===== src/rtl/key_pkg.sv =====
// rtl/key_pkg.sv - shared types and constants for the PS/2 set-2 key event decoder
package key_pkg;

  typedef enum logic [1:0] {
    ST_IDLE,
    ST_BRK,
    ST_EXT,
    ST_EXT_BRK
  } parse_state_e;

  localparam logic [7:0] SC_EXT    = 8'hE0;
  localparam logic [7:0] SC_BRK    = 8'hF0;
  localparam logic [7:0] SC_LSHIFT = 8'h12;
  localparam logic [7:0] SC_RSHIFT = 8'h59;
  localparam logic [7:0] SC_CAPS   = 8'h58;

  localparam logic [7:0] ASCII_NUL   = 8'h00;
  localparam logic [7:0] ASCII_PGUP  = 8'h02;
  localparam logic [7:0] ASCII_PGDN  = 8'h03;
  localparam logic [7:0] ASCII_BS    = 8'h08;
  localparam logic [7:0] ASCII_TAB   = 8'h09;
  localparam logic [7:0] ASCII_LF    = 8'h0A;
  localparam logic [7:0] ASCII_HOME  = 8'h0D;
  localparam logic [7:0] ASCII_UP    = 8'h11;
  localparam logic [7:0] ASCII_LEFT  = 8'h12;
  localparam logic [7:0] ASCII_DOWN  = 8'h13;
  localparam logic [7:0] ASCII_RIGHT = 8'h14;
  localparam logic [7:0] ASCII_END   = 8'h17;
  localparam logic [7:0] ASCII_INS   = 8'h1A;
  localparam logic [7:0] ASCII_DEL   = 8'h7F;

  // Letters are the only keys whose case follows caps lock.
  function automatic logic is_letter(input logic [7:0] code);
    case (code)
      8'h1C, 8'h32, 8'h21, 8'h23, 8'h24, 8'h2B, 8'h34, 8'h33, 8'h43,
      8'h3B, 8'h42, 8'h4B, 8'h3A, 8'h31, 8'h44, 8'h4D, 8'h15, 8'h2D,
      8'h1B, 8'h2C, 8'h3C, 8'h2A, 8'h1D, 8'h22, 8'h35, 8'h1A: return 1'b1;
      default: return 1'b0;
    endcase
  endfunction

endpackage


===== src/rtl/scan_xlate.sv =====
// rtl/scan_xlate.sv - combinational set-2 scan code to US-layout ASCII translation
// Unmapped codes, including bare keypad codes, yield NUL.
module scan_xlate
  import key_pkg::*;
(
  input  logic [7:0] code,
  input  logic       upper,
  input  logic       extended,
  output logic [7:0] ascii
);

  logic [15:0] pair;  // {shifted glyph, unshifted glyph}

  always_comb begin
    pair = {ASCII_NUL, ASCII_NUL};
    if (extended) begin
      case (code)
        8'h75:   pair = {2{ASCII_UP}};
        8'h6B:   pair = {2{ASCII_LEFT}};
        8'h72:   pair = {2{ASCII_DOWN}};
        8'h74:   pair = {2{ASCII_RIGHT}};
        8'h6C:   pair = {2{ASCII_HOME}};
        8'h7D:   pair = {2{ASCII_PGUP}};
        8'h7A:   pair = {2{ASCII_PGDN}};
        8'h69:   pair = {2{ASCII_END}};
        8'h71:   pair = {2{ASCII_DEL}};
        8'h70:   pair = {2{ASCII_INS}};
        default: pair = {ASCII_NUL, ASCII_NUL};
      endcase
    end else begin
      case (code)
        8'h1C: pair = "Aa";
        8'h32: pair = "Bb";
        8'h21: pair = "Cc";
        8'h23: pair = "Dd";
        8'h24: pair = "Ee";
        8'h2B: pair = "Ff";
        8'h34: pair = "Gg";
        8'h33: pair = "Hh";
        8'h43: pair = "Ii";
        8'h3B: pair = "Jj";
        8'h42: pair = "Kk";
        8'h4B: pair = "Ll";
        8'h3A: pair = "Mm";
        8'h31: pair = "Nn";
        8'h44: pair = "Oo";
        8'h4D: pair = "Pp";
        8'h15: pair = "Qq";
        8'h2D: pair = "Rr";
        8'h1B: pair = "Ss";
        8'h2C: pair = "Tt";
        8'h3C: pair = "Uu";
        8'h2A: pair = "Vv";
        8'h1D: pair = "Ww";
        8'h22: pair = "Xx";
        8'h35: pair = "Yy";
        8'h1A: pair = "Zz";
        8'h45: pair = ")0";
        8'h16: pair = "!1";
        8'h1E: pair = "@2";
        8'h26: pair = "#3";
        8'h25: pair = "$4";
        8'h2E: pair = "%5";
        8'h36: pair = "^6";
        8'h3D: pair = "&7";
        8'h3E: pair = "*8";
        8'h46: pair = "(9";
        8'h0E: pair = {8'h7E, 8'h60};
        8'h4E: pair = "_-";
        8'h55: pair = "+=";
        8'h5D: pair = {8'h7C, 8'h5C};
        8'h54: pair = "{[";
        8'h5B: pair = "}]";
        8'h4C: pair = ":;";
        8'h52: pair = {8'h22, 8'h27};
        8'h41: pair = "<,";
        8'h49: pair = ">.";
        8'h4A: pair = "?/";
        8'h29: pair = "  ";
        8'h5A: pair = {2{ASCII_LF}};
        8'h66: pair = {2{ASCII_BS}};
        8'h0D: pair = {2{ASCII_TAB}};
        default: pair = {ASCII_NUL, ASCII_NUL};
      endcase
    end
    ascii = upper ? pair[15:8] : pair[7:0];
  end

endmodule


===== src/rtl/key_event_decoder.sv =====
// rtl/key_event_decoder.sv - PS/2 set-2 byte parser with modifier tracking and FWFT ASCII queue
module key_event_decoder
  import key_pkg::*;
#(
  parameter int FIFO_DEPTH    = 8,
  parameter int REPEAT_FILTER = 0
) (
  input  logic                        clk,
  input  logic                        reset,
  input  logic                        scan_valid,
  input  logic [7:0]                  scan_code,
  output logic                        ascii_valid,
  input  logic                        ascii_ready,
  output logic [7:0]                  ascii_code,
  output logic                        shift_held,
  output logic                        caps_lock,
  output logic                        overflow,
  output logic [$clog2(FIFO_DEPTH):0] fifo_count
);

  localparam int AW = $clog2(FIFO_DEPTH);

  parse_state_e state_q, state_d;
  logic         lshift_q, lshift_d, rshift_q, rshift_d;
  logic         caps_q, caps_d, caps_held_q, caps_held_d;
  logic         ovf_q, ovf_d;
  logic [8:0]   last_make_q, last_make_d;
  logic         last_ok_q, last_ok_d;
  logic [AW-1:0] wr_ptr_q, wr_ptr_d, rd_ptr_q, rd_ptr_d;
  logic [AW:0]  count_q, count_d;
  logic [7:0]   mem_q [FIFO_DEPTH];

  logic       is_make, is_break, ext, is_mod, upper, repeat_hit;
  logic       push, push_ok, pop, full;
  logic [7:0] xl_ascii;

  always_comb begin
    state_d  = state_q;
    is_make  = 1'b0;
    is_break = 1'b0;
    ext      = 1'b0;
    if (scan_valid) begin
      case (state_q)
        ST_IDLE: begin
          if (scan_code == SC_BRK)      state_d = ST_BRK;
          else if (scan_code == SC_EXT) state_d = ST_EXT;
          else                          is_make = 1'b1;
        end
        ST_EXT: begin
          if (scan_code == SC_BRK) state_d = ST_EXT_BRK;
          else begin
            is_make = 1'b1;
            ext     = 1'b1;
            state_d = ST_IDLE;
          end
        end
        ST_BRK: begin
          is_break = 1'b1;
          state_d  = ST_IDLE;
        end
        ST_EXT_BRK: begin
          is_break = 1'b1;
          ext      = 1'b1;
          state_d  = ST_IDLE;
        end
        default: state_d = ST_IDLE;
      endcase
    end
  end

  // E0-prefixed 12/59 belong to fake-shift sequences, so only plain codes count as modifiers.
  assign is_mod = !ext && (scan_code == SC_LSHIFT || scan_code == SC_RSHIFT || scan_code == SC_CAPS);

  always_comb begin
    lshift_d    = lshift_q;
    rshift_d    = rshift_q;
    caps_d      = caps_q;
    caps_held_d = caps_held_q;
    if ((is_make || is_break) && !ext) begin
      if (scan_code == SC_LSHIFT) lshift_d = is_make;
      if (scan_code == SC_RSHIFT) rshift_d = is_make;
      if (scan_code == SC_CAPS) begin
        caps_held_d = is_make;
        if (is_make && !caps_held_q) caps_d = !caps_q;
      end
    end
  end

  assign shift_held = lshift_q | rshift_q;
  assign caps_lock  = caps_q;
  assign upper      = is_letter(scan_code) ? (shift_held ^ caps_q) : shift_held;

  scan_xlate u_xlate (
    .code     (scan_code),
    .upper    (upper),
    .extended (ext),
    .ascii    (xl_ascii)
  );

  assign repeat_hit = (REPEAT_FILTER != 0) && last_ok_q && (last_make_q == {ext, scan_code});
  assign push       = is_make && !is_mod && (xl_ascii != ASCII_NUL) && !repeat_hit;
  assign full       = count_q[AW];
  assign pop        = ascii_valid && ascii_ready;
  assign push_ok    = push && (!full || pop);

  always_comb begin
    wr_ptr_d    = wr_ptr_q;
    rd_ptr_d    = rd_ptr_q;
    count_d     = count_q;
    ovf_d       = ovf_q;
    last_make_d = last_make_q;
    last_ok_d   = last_ok_q;
    if (push_ok) wr_ptr_d = wr_ptr_q + 1'b1;
    if (pop)     rd_ptr_d = rd_ptr_q + 1'b1;
    if (push_ok && !pop)      count_d = count_q + 1'b1;
    else if (!push_ok && pop) count_d = count_q - 1'b1;
    if (push && !push_ok) ovf_d = 1'b1;
    if (is_break) last_ok_d = 1'b0;
    if (push_ok) begin
      last_make_d = {ext, scan_code};
      last_ok_d   = 1'b1;
    end
  end

  always_ff @(posedge clk or posedge reset) begin
    if (reset) begin
      state_q     <= ST_IDLE;
      lshift_q    <= 1'b0;
      rshift_q    <= 1'b0;
      caps_q      <= 1'b0;
      caps_held_q <= 1'b0;
      ovf_q       <= 1'b0;
      last_make_q <= '0;
      last_ok_q   <= 1'b0;
      wr_ptr_q    <= '0;
      rd_ptr_q    <= '0;
      count_q     <= '0;
    end else begin
      state_q     <= state_d;
      lshift_q    <= lshift_d;
      rshift_q    <= rshift_d;
      caps_q      <= caps_d;
      caps_held_q <= caps_held_d;
      ovf_q       <= ovf_d;
      last_make_q <= last_make_d;
      last_ok_q   <= last_ok_d;
      wr_ptr_q    <= wr_ptr_d;
      rd_ptr_q    <= rd_ptr_d;
      count_q     <= count_d;
    end
  end

  always_ff @(posedge clk) begin
    if (push_ok) mem_q[wr_ptr_q] <= xl_ascii;
  end

  assign ascii_valid = (count_q != '0);
  assign ascii_code  = ascii_valid ? mem_q[rd_ptr_q] : ASCII_NUL;
  assign overflow    = ovf_q;
  assign fifo_count  = count_q;

endmodule


===== config.mk =====
export PLATFORM = sky130hd
export DESIGN_NAME = key_event_decoder
export DESIGN_NICKNAME = d
export VERILOG_FILES = /design/src/rtl/key_pkg.sv /design/src/rtl/scan_xlate.sv /design/src/rtl/key_event_decoder.sv
export SDC_FILE = /design/constraint.sdc
export NUM_CORES = 1
export LEC_CHECK = 0
export CAP_MARGIN = 0
export CORE_ASPECT_RATIO = 1.5
export CORE_MARGIN = 5
export CORE_UTILIZATION = 27
export DETAILED_ROUTE_END_ITERATION = 8
export SLEW_MARGIN = 10
export SYNTH_ARGS = -nofsm -noshare
export SYNTH_HDL_FRONTEND = slang
export SYNTH_SLANG_ARGS = --single-unit
export TNS_END_PERCENT = 20

===== constraint.sdc =====
create_clock -name clk -period 11.6 [get_ports clk]
set_clock_uncertainty 0.2 [all_clocks]
set_input_delay 2.32 -clock clk [delete_from_list [all_inputs] [get_ports clk]]
set_output_delay 2.32 -clock clk [all_outputs]
set_load 0.01 [all_outputs]

==> impl_metrics.yaml, run 1 <==
logic_synthesis:
  yosys.area_share.simple_pct: 19.7
  synth_nets: 538
  synth_seq_area_share_pct: 39.8
  synth_edf_count: 56
  synth_cell_types: 79
  synthAdderAreaFrac_pct: 3.45
  synth_ff_type: "edfxtp_1"
  synth_xor_area_share_pct: 1.49
  syn_inst: 512
  ys_ff_latch: 73
  avgSynthCellArea_sq_um: 10.3
  synth.area.mux_share_pct: 12.7
  ys_warn_count: 0
  async_reset_ff_share_pct: 23.3
  synth_top_family_by_area: "simple AND/OR/NAND/NOR gates"
  synth_compound_area_share_pct: 18.4
  syn_area_sq_um: 5290
worst_setup_path:
  crit_slowest_cell: "clkdlybuf4s50_1"
  worstPathRequired_ns: 11.61
  crit_buf_inv: 3
  cp_top_family: "simple AND/OR/NAND/NOR gates"
  crit_chain: "clkdlybuf4s50_1 -> inv_1 -> ha_1 -> mux4_1 -> nand4_1 -> and2_1 -> a211oi_4 -> nor3_1 -> nor3_1 -> or4b_4 -> and2_4 -> ha_1 -> inv_1 -> ha_1 -> a21o_1 -> a21oi_1 -> xnor2_1 -> nor2_1 -> xor2_1"
  slowest_delay_ns: 0.83
  crit_fanout: 23
  endpoint_kind: "flip-flop"
  path_class: "input pin to flip-flop"
  path_common_cell: "ha_1"
  start_kind: "input pin"
  worstPathArrival_ns: 8.16
detailed_routing:
  top_layer: "met4"
  drc: 0
  routed-wl-met2_mm: 8.16
  wl_per_cell_microns: 19.5
  postRouteAntennaNets: 0
  via_count: 4307
  drtPass1Iterations: 6
  met1_length_mm: 5.63
  wirelength_mm: 15.1
  routed-wl-met3_microns: 708
  first_iter_violations: 647
  viasPerCell: 5.55
global_route:
  antenna_found_initial: 0
  grt_start_max_net_pins: 76
  grt_first_pass_wirelength_mm: 24.3
  grt_overflow: 0
  grt_pass1_vias: 4324
  grtUsageTotal_pct: 13.3
floorplanning:
  rows: 62
  die_w_microns: 124
  die_area_sq_um: 22600
  initial_utilization_pct: 27.5
  coreArea_sq_um: 19200
  die_h_microns: 181
  io_pins: 28
cts:
  clk_pin_slew_ns: 0.06
  clkLatencyLatePin_ns: 0.33
  clk_path_buf_depth: 2
  cts_hold_buf: 0
  cts_tree: "built"
  cts_resized: 0
  clock_sinks: 73
  cts_root_buffer: "clkbuf_16"
  numCtsBuffers: 9
  cts_setup_buffers: 0
  htreeDepth: 3
sta:
  setup_viol: 0
  fin_setup_tns_ns: 0
  max-slew-margin-rel_pct: 32.5
  finalMaxSlewViolations: 0
  holdWs_ns: 0.306
  finalCritPeriodShare_pct: 70.3
  rsz0062_at_grt: "no"
  finalWorstSetupSlack_ns: 3.45
  period_minus_slack_ns: 8.15
  hold_viol: 0
  worst_pin_slew_ns: 1.01
  clock.fmax_ghz: 0.123
power:
  max-vdd-ir-drop_mv: 0.0709
  power_density_nw_per_um2: 165
  power_leakage_nw: 2.15
finish:
  nFillCells: 2023
  drive_above_1_share_pct: 12.5
  fin_util_pct: 31.2
  antenna_cells: 0
  syn2layout_area_growth_pct: 13.2
  design_area_sq_um: 5990
  layout.nets: 541
placed_design:
  finalWeightedCongestion: 0.947
  portBuffers: 26
  post_dp_cell_area_sq_um: 5720
  post-place-ws_ns: 3.21
  dp_hpwl_mm: 10.8
status:
  status: "finished, final reports clean"
hold_path:
  hold_path.class: "flip-flop to flip-flop"
flow_run:
  maxCapViolations: 0
==> per-layer routing <==
metal	vias to the layer above	GRT usage (%)
met5	-	0
met4	0	6.80
met3	44	2.00
met2	169	23.9
met1	2111	15.1
li1	1983	-
==> sequential cells by signal (all words and copies together), names as in the netlist <==
name	count
caps_held_q	1
caps_lock	1
fifo_count	4
lshift_q	1
mem_q	56
overflow	1
rd_ptr_q	3
rshift_q	1
state_q	2
wr_ptr_q	3
==> Yosys cell counts (4+ instances only) <==
cell | count | share of area (%)
edfxtp_1 | 56 | 32
nand2_1 | 39 | 2.8
a21oi_1 | 30 | 2.8
nor2_1 | 29 | 2.1
o21ai_0 | 29 | 2.7
nand2b_1 | 23 | 2.7
clkbuf_1 | 21 | 1.5
mux2i_1 | 19 | 3.6
dfrtp_1 | 17 | 8.0
mux4_2 | 16 | 6.8
buf_2 | 13 | 1.2
ha_1 | 13 | 3.1
nor2b_1 | 12 | 1.4
a31oi_1 | 11 | 1.3
inv_1 | 10 | 0.71
nand3_1 | 10 | 0.95
o31ai_1 | 9 | 1.3
mux2_2 | 7 | 1.5
a211oi_1 | 6 | 0.85
and4b_1 | 6 | 1.1
nor3_1 | 6 | 0.57
o211ai_1 | 6 | 0.85
xnor2_1 | 6 | 0.99
nand3b_1 | 5 | 0.71
nor3b_1 | 5 | 0.71
o221ai_1 | 5 | 0.83
a21o_1 | 4 | 0.57
a221oi_1 | 4 | 0.66
a41oi_1 | 4 | 0.66
and2_1 | 4 | 0.47
or2_2 | 4 | 0.47
==> cell families (layout without fill, tap and decap cells) <==
family	count (synthesis)	in the layout
mux	44	44
simple gates	177	177
fa+ha+maj	14	14
compound gates	142	142
buf+inv	52	60
flops	73	73
xor+xnor	9	9
other cells	1	1
==> placed cells by master, fill, tap and decap left out, drive strengths merged, types with 4 or more instances in the layout <==
cell / n
inv: 10
a211oi: 7
o221ai: 5
and2: 5
dfrtp: 17
nand3: 10
or2: 4
a21oi: 30
a41oi: 4
mux2: 8
nor2: 29
o31ai: 9
a31oi: 11
clkdlybuf4s50: 23
a221oi: 4
and4b: 7
xnor2: 6
nand3b: 6
mux4: 17
a21o: 4
o21ai: 29
nor3b: 6
nor2b: 12
nand2: 39
clkinv: 6
buf: 9
nand2b: 23
o211ai: 6
clkbuf: 11
ha: 13
mux2i: 19
nor3: 6
edfxtp: 56
==> stage by stage <==
step,std cells,power (mW)
floorplan,512,0.606
finish,776,0.990
global route,776,1.05
global placement,760,0.732
detailed placement,760,0.743
CTS,776,1.00
==> power by group <==
| group | switching (mW) | internal, mW | total, mW |
|---|---|---|---|
| Sequential | 0.0626 | 0.323 | 0.385 |
| Clock | 0.0944 | 0.164 | 0.258 |
| Combinational | 0.156 | 0.191 | 0.347 |
==> layout make-up <==
class	count	area (sq um)	share of cell area, %
Timing Repair Buffer	32	290	4.84
Clock buffer	11	233	3.88
Clock inverter	5	46.3	0.772
Multi-Input combinational cell	387	2950	49.3
Tap cell	256	320	5.34
Sequential cell	73	2110	35.1
Inverter	12	45.0	0.751
==> final timing paths <==
path,slack (ns),end,cells after the start,from
setup reg to reg,7.36,fifo_count[3]$_DFFE_PP0P_,15,caps_lock$_DFFE_PP0P_
hold reg to reg,0.31,rshift_q$_DFFE_PP0P_,1,rshift_q$_DFFE_PP0P_
hold / removal,0.31,rshift_q$_DFFE_PP0P_,1,rshift_q$_DFFE_PP0P_
max in group asynchronous,8.45,state_q[1]$_DFFE_PP0P_,2,reset
min in group asynchronous,2.26,fifo_count[3]$_DFFE_PP0P_,2,reset
setup / recovery,3.45,fifo_count[3]$_DFFE_PP0P_,19,scan_code[1]
Power figures use the tool's default switching activity.
==> run 2, diff against run 1 <==
Clock period 11.6 ns to 7.66 ns, I/O delays scaled along.
==> run 2 against run 1 <==
Against the previous run:
- total power increased by 55%
- die area unchanged
- wire length increased by 2.7%
- worst hold slack got worse by 0.0070 ns
- largest power group unchanged
==> impl_metrics.yaml, run 2 (synthesis results as in run 1) <==
detailed_routing:
  postRouteAntennaNets: 0
  met1_length_mm: 5.63
  drc: 0
  top_layer: "met4"
  wl_per_cell_microns: 19.9
  wirelength_mm: 15.6
  drtPass1Iterations: 7
  routed-wl-met2_mm: 8.08
  via_count: 4425
  viasPerCell: 5.67
  routed-wl-met3_microns: 918
  first_iter_violations: 832
sta:
  finalCritPeriodShare_pct: 87.9
  worst_pin_slew_ns: 0.985
  clock.fmax_ghz: 0.148
  holdWs_ns: 0.299
  fin_setup_tns_ns: 0
  hold_viol: 0
  period_minus_slack_ns: 6.73
  finalMaxSlewViolations: 0
  rsz0062_at_grt: "no"
  finalWorstSetupSlack_ns: 0.925
  max-slew-margin-rel_pct: 34.3
  setup_viol: 0
global_route:
  grt_start_max_net_pins: 46
  grt_overflow: 0
  grt_pass1_vias: 4444
  antenna_found_initial: 0
  grtUsageTotal_pct: 13.5
  grt_first_pass_wirelength_mm: 24.8
placed_design:
  post-place-ws_ns: 0.614
  dp_hpwl_mm: 11.3
  finalWeightedCongestion: 0.964
  portBuffers: 26
worst_setup_path:
  start_kind: "input pin"
  slowest_delay_ns: 0.67
  path_class: "input pin to flip-flop"
  crit_fanout: 17
  worstPathRequired_ns: 7.66
  cp_top_family: "simple AND/OR/NAND/NOR gates"
  crit_slowest_cell: "nor3_1"
  path_common_cell: "ha_1"
  crit_chain: "clkdlybuf4s50_1 -> buf_4 -> inv_1 -> ha_1 -> ha_1 -> mux2_2 -> nand2_1 -> o2111ai_1 -> a211oi_4 -> nor3_1 -> nor3_1 -> or4b_4 -> and2_4 -> ha_1 -> inv_1 -> ha_1 -> a21o_1 -> a21oi_1 -> xnor2_1 -> nor2_1 -> xor2_1"
  crit_buf_inv: 4
  endpoint_kind: "flip-flop"
  worstPathArrival_ns: 6.74
  rrSetupSlack_ns: 3.40
finish:
  final_cell_mix: "edfxtp_1 (56), nand2_1 (39), a21oi_1 (30)"
  fin_util_pct: 31.5
  drive_above_1_share_pct: 13.9
  antenna_cells: 0
  final_common_cell: "edfxtp_1"
  largest_reg_flops: 56
  regMostFlops: "mem_q"
  syn2layout_area_growth_pct: 14.5
  layout.nets: 546
power:
  power_density_nw_per_um2: 253
  power_leakage_nw: 2.19
  max-vdd-ir-drop_mv: 0.128
status:
  status: "finished, final reports clean"
hold_path:
  hold_path.class: "flip-flop to flip-flop"
cts:
  cts_setup_buffers: 0
  htreeDepth: 3
  cts_root_buffer: "clkbuf_16"
  clk_path_buf_depth: 2
  cts_hold_buf: 0
  cts_tree: "built"
  clock_sinks: 73
  clk_pin_slew_ns: 0.05
  cts_resized: 0
  clkLatencyLatePin_ns: 0.32
  numCtsBuffers: 9
floorplanning:
  io_pins: 28
  initial_utilization_pct: 27.5
  die_area_sq_um: 22600
  coreArea_sq_um: 19200
  rows: 62
  die_w_microns: 124
  die_h_microns: 181
flow_run:
  maxCapViolations: 0
## run 2: cell count changes in the layout (fill, tap and decap cells not counted)
cell,change
bufinv_16,+1
clkinvlp_4,+1
clkbuf_1,-2
buf_4,+5
clkinv_2,+1
clkinv_1,-1
## run 2: final timing paths
path	start	endpoint	depth (start not counted)
max in group asynchronous	reset	state_q[1]$_DFFE_PP0P_	2
hold reg to reg	overflow$_DFFE_PP0P_	overflow$_DFFE_PP0P_	1
hold / removal	overflow$_DFFE_PP0P_	overflow$_DFFE_PP0P_	1
setup reg to reg	caps_lock$_DFFE_PP0P_	fifo_count[3]$_DFFE_PP0P_	15
setup / recovery	scan_code[0]	fifo_count[3]$_DFFE_PP0P_	21
min in group asynchronous	reset	fifo_count[3]$_DFFE_PP0P_	2
## run 2: metal layers
layer | vias up | track usage (%)
li1 | 1993 | -
met1 | 2124 | 15.1
met2 | 249 | 24.2
met3 | 59 | 2.41
met4 | 0 | 7.72
met5 | - | 0
## run 2: final cells by class
type	instances	area, sq um
multi-input combinational	387	2950
timing repair buffer	37	328
clock inverter	7	85.1
sequential	73	2110
tap	256	320
clock buffer	9	225
fill	2007	13200
inverter	12	45.0
## run 2: power breakdown
group,total (mW),switching [mW],internal [mW]
Combinational,0.526,0.236,0.290
Sequential,0.581,0.0928,0.489
Clock,0.426,0.145,0.281
## run 2: stage by stage
stage | area [sq um] | power (mW) | cells
floorplan | 5290 | 0.917 | 512
global placement | 5750 | 1.11 | 765
detailed placement | 5750 | 1.12 | 765
CTS | 6060 | 1.56 | 781
global route | 6060 | 1.63 | 781
finish | 6060 | 1.53 | 781
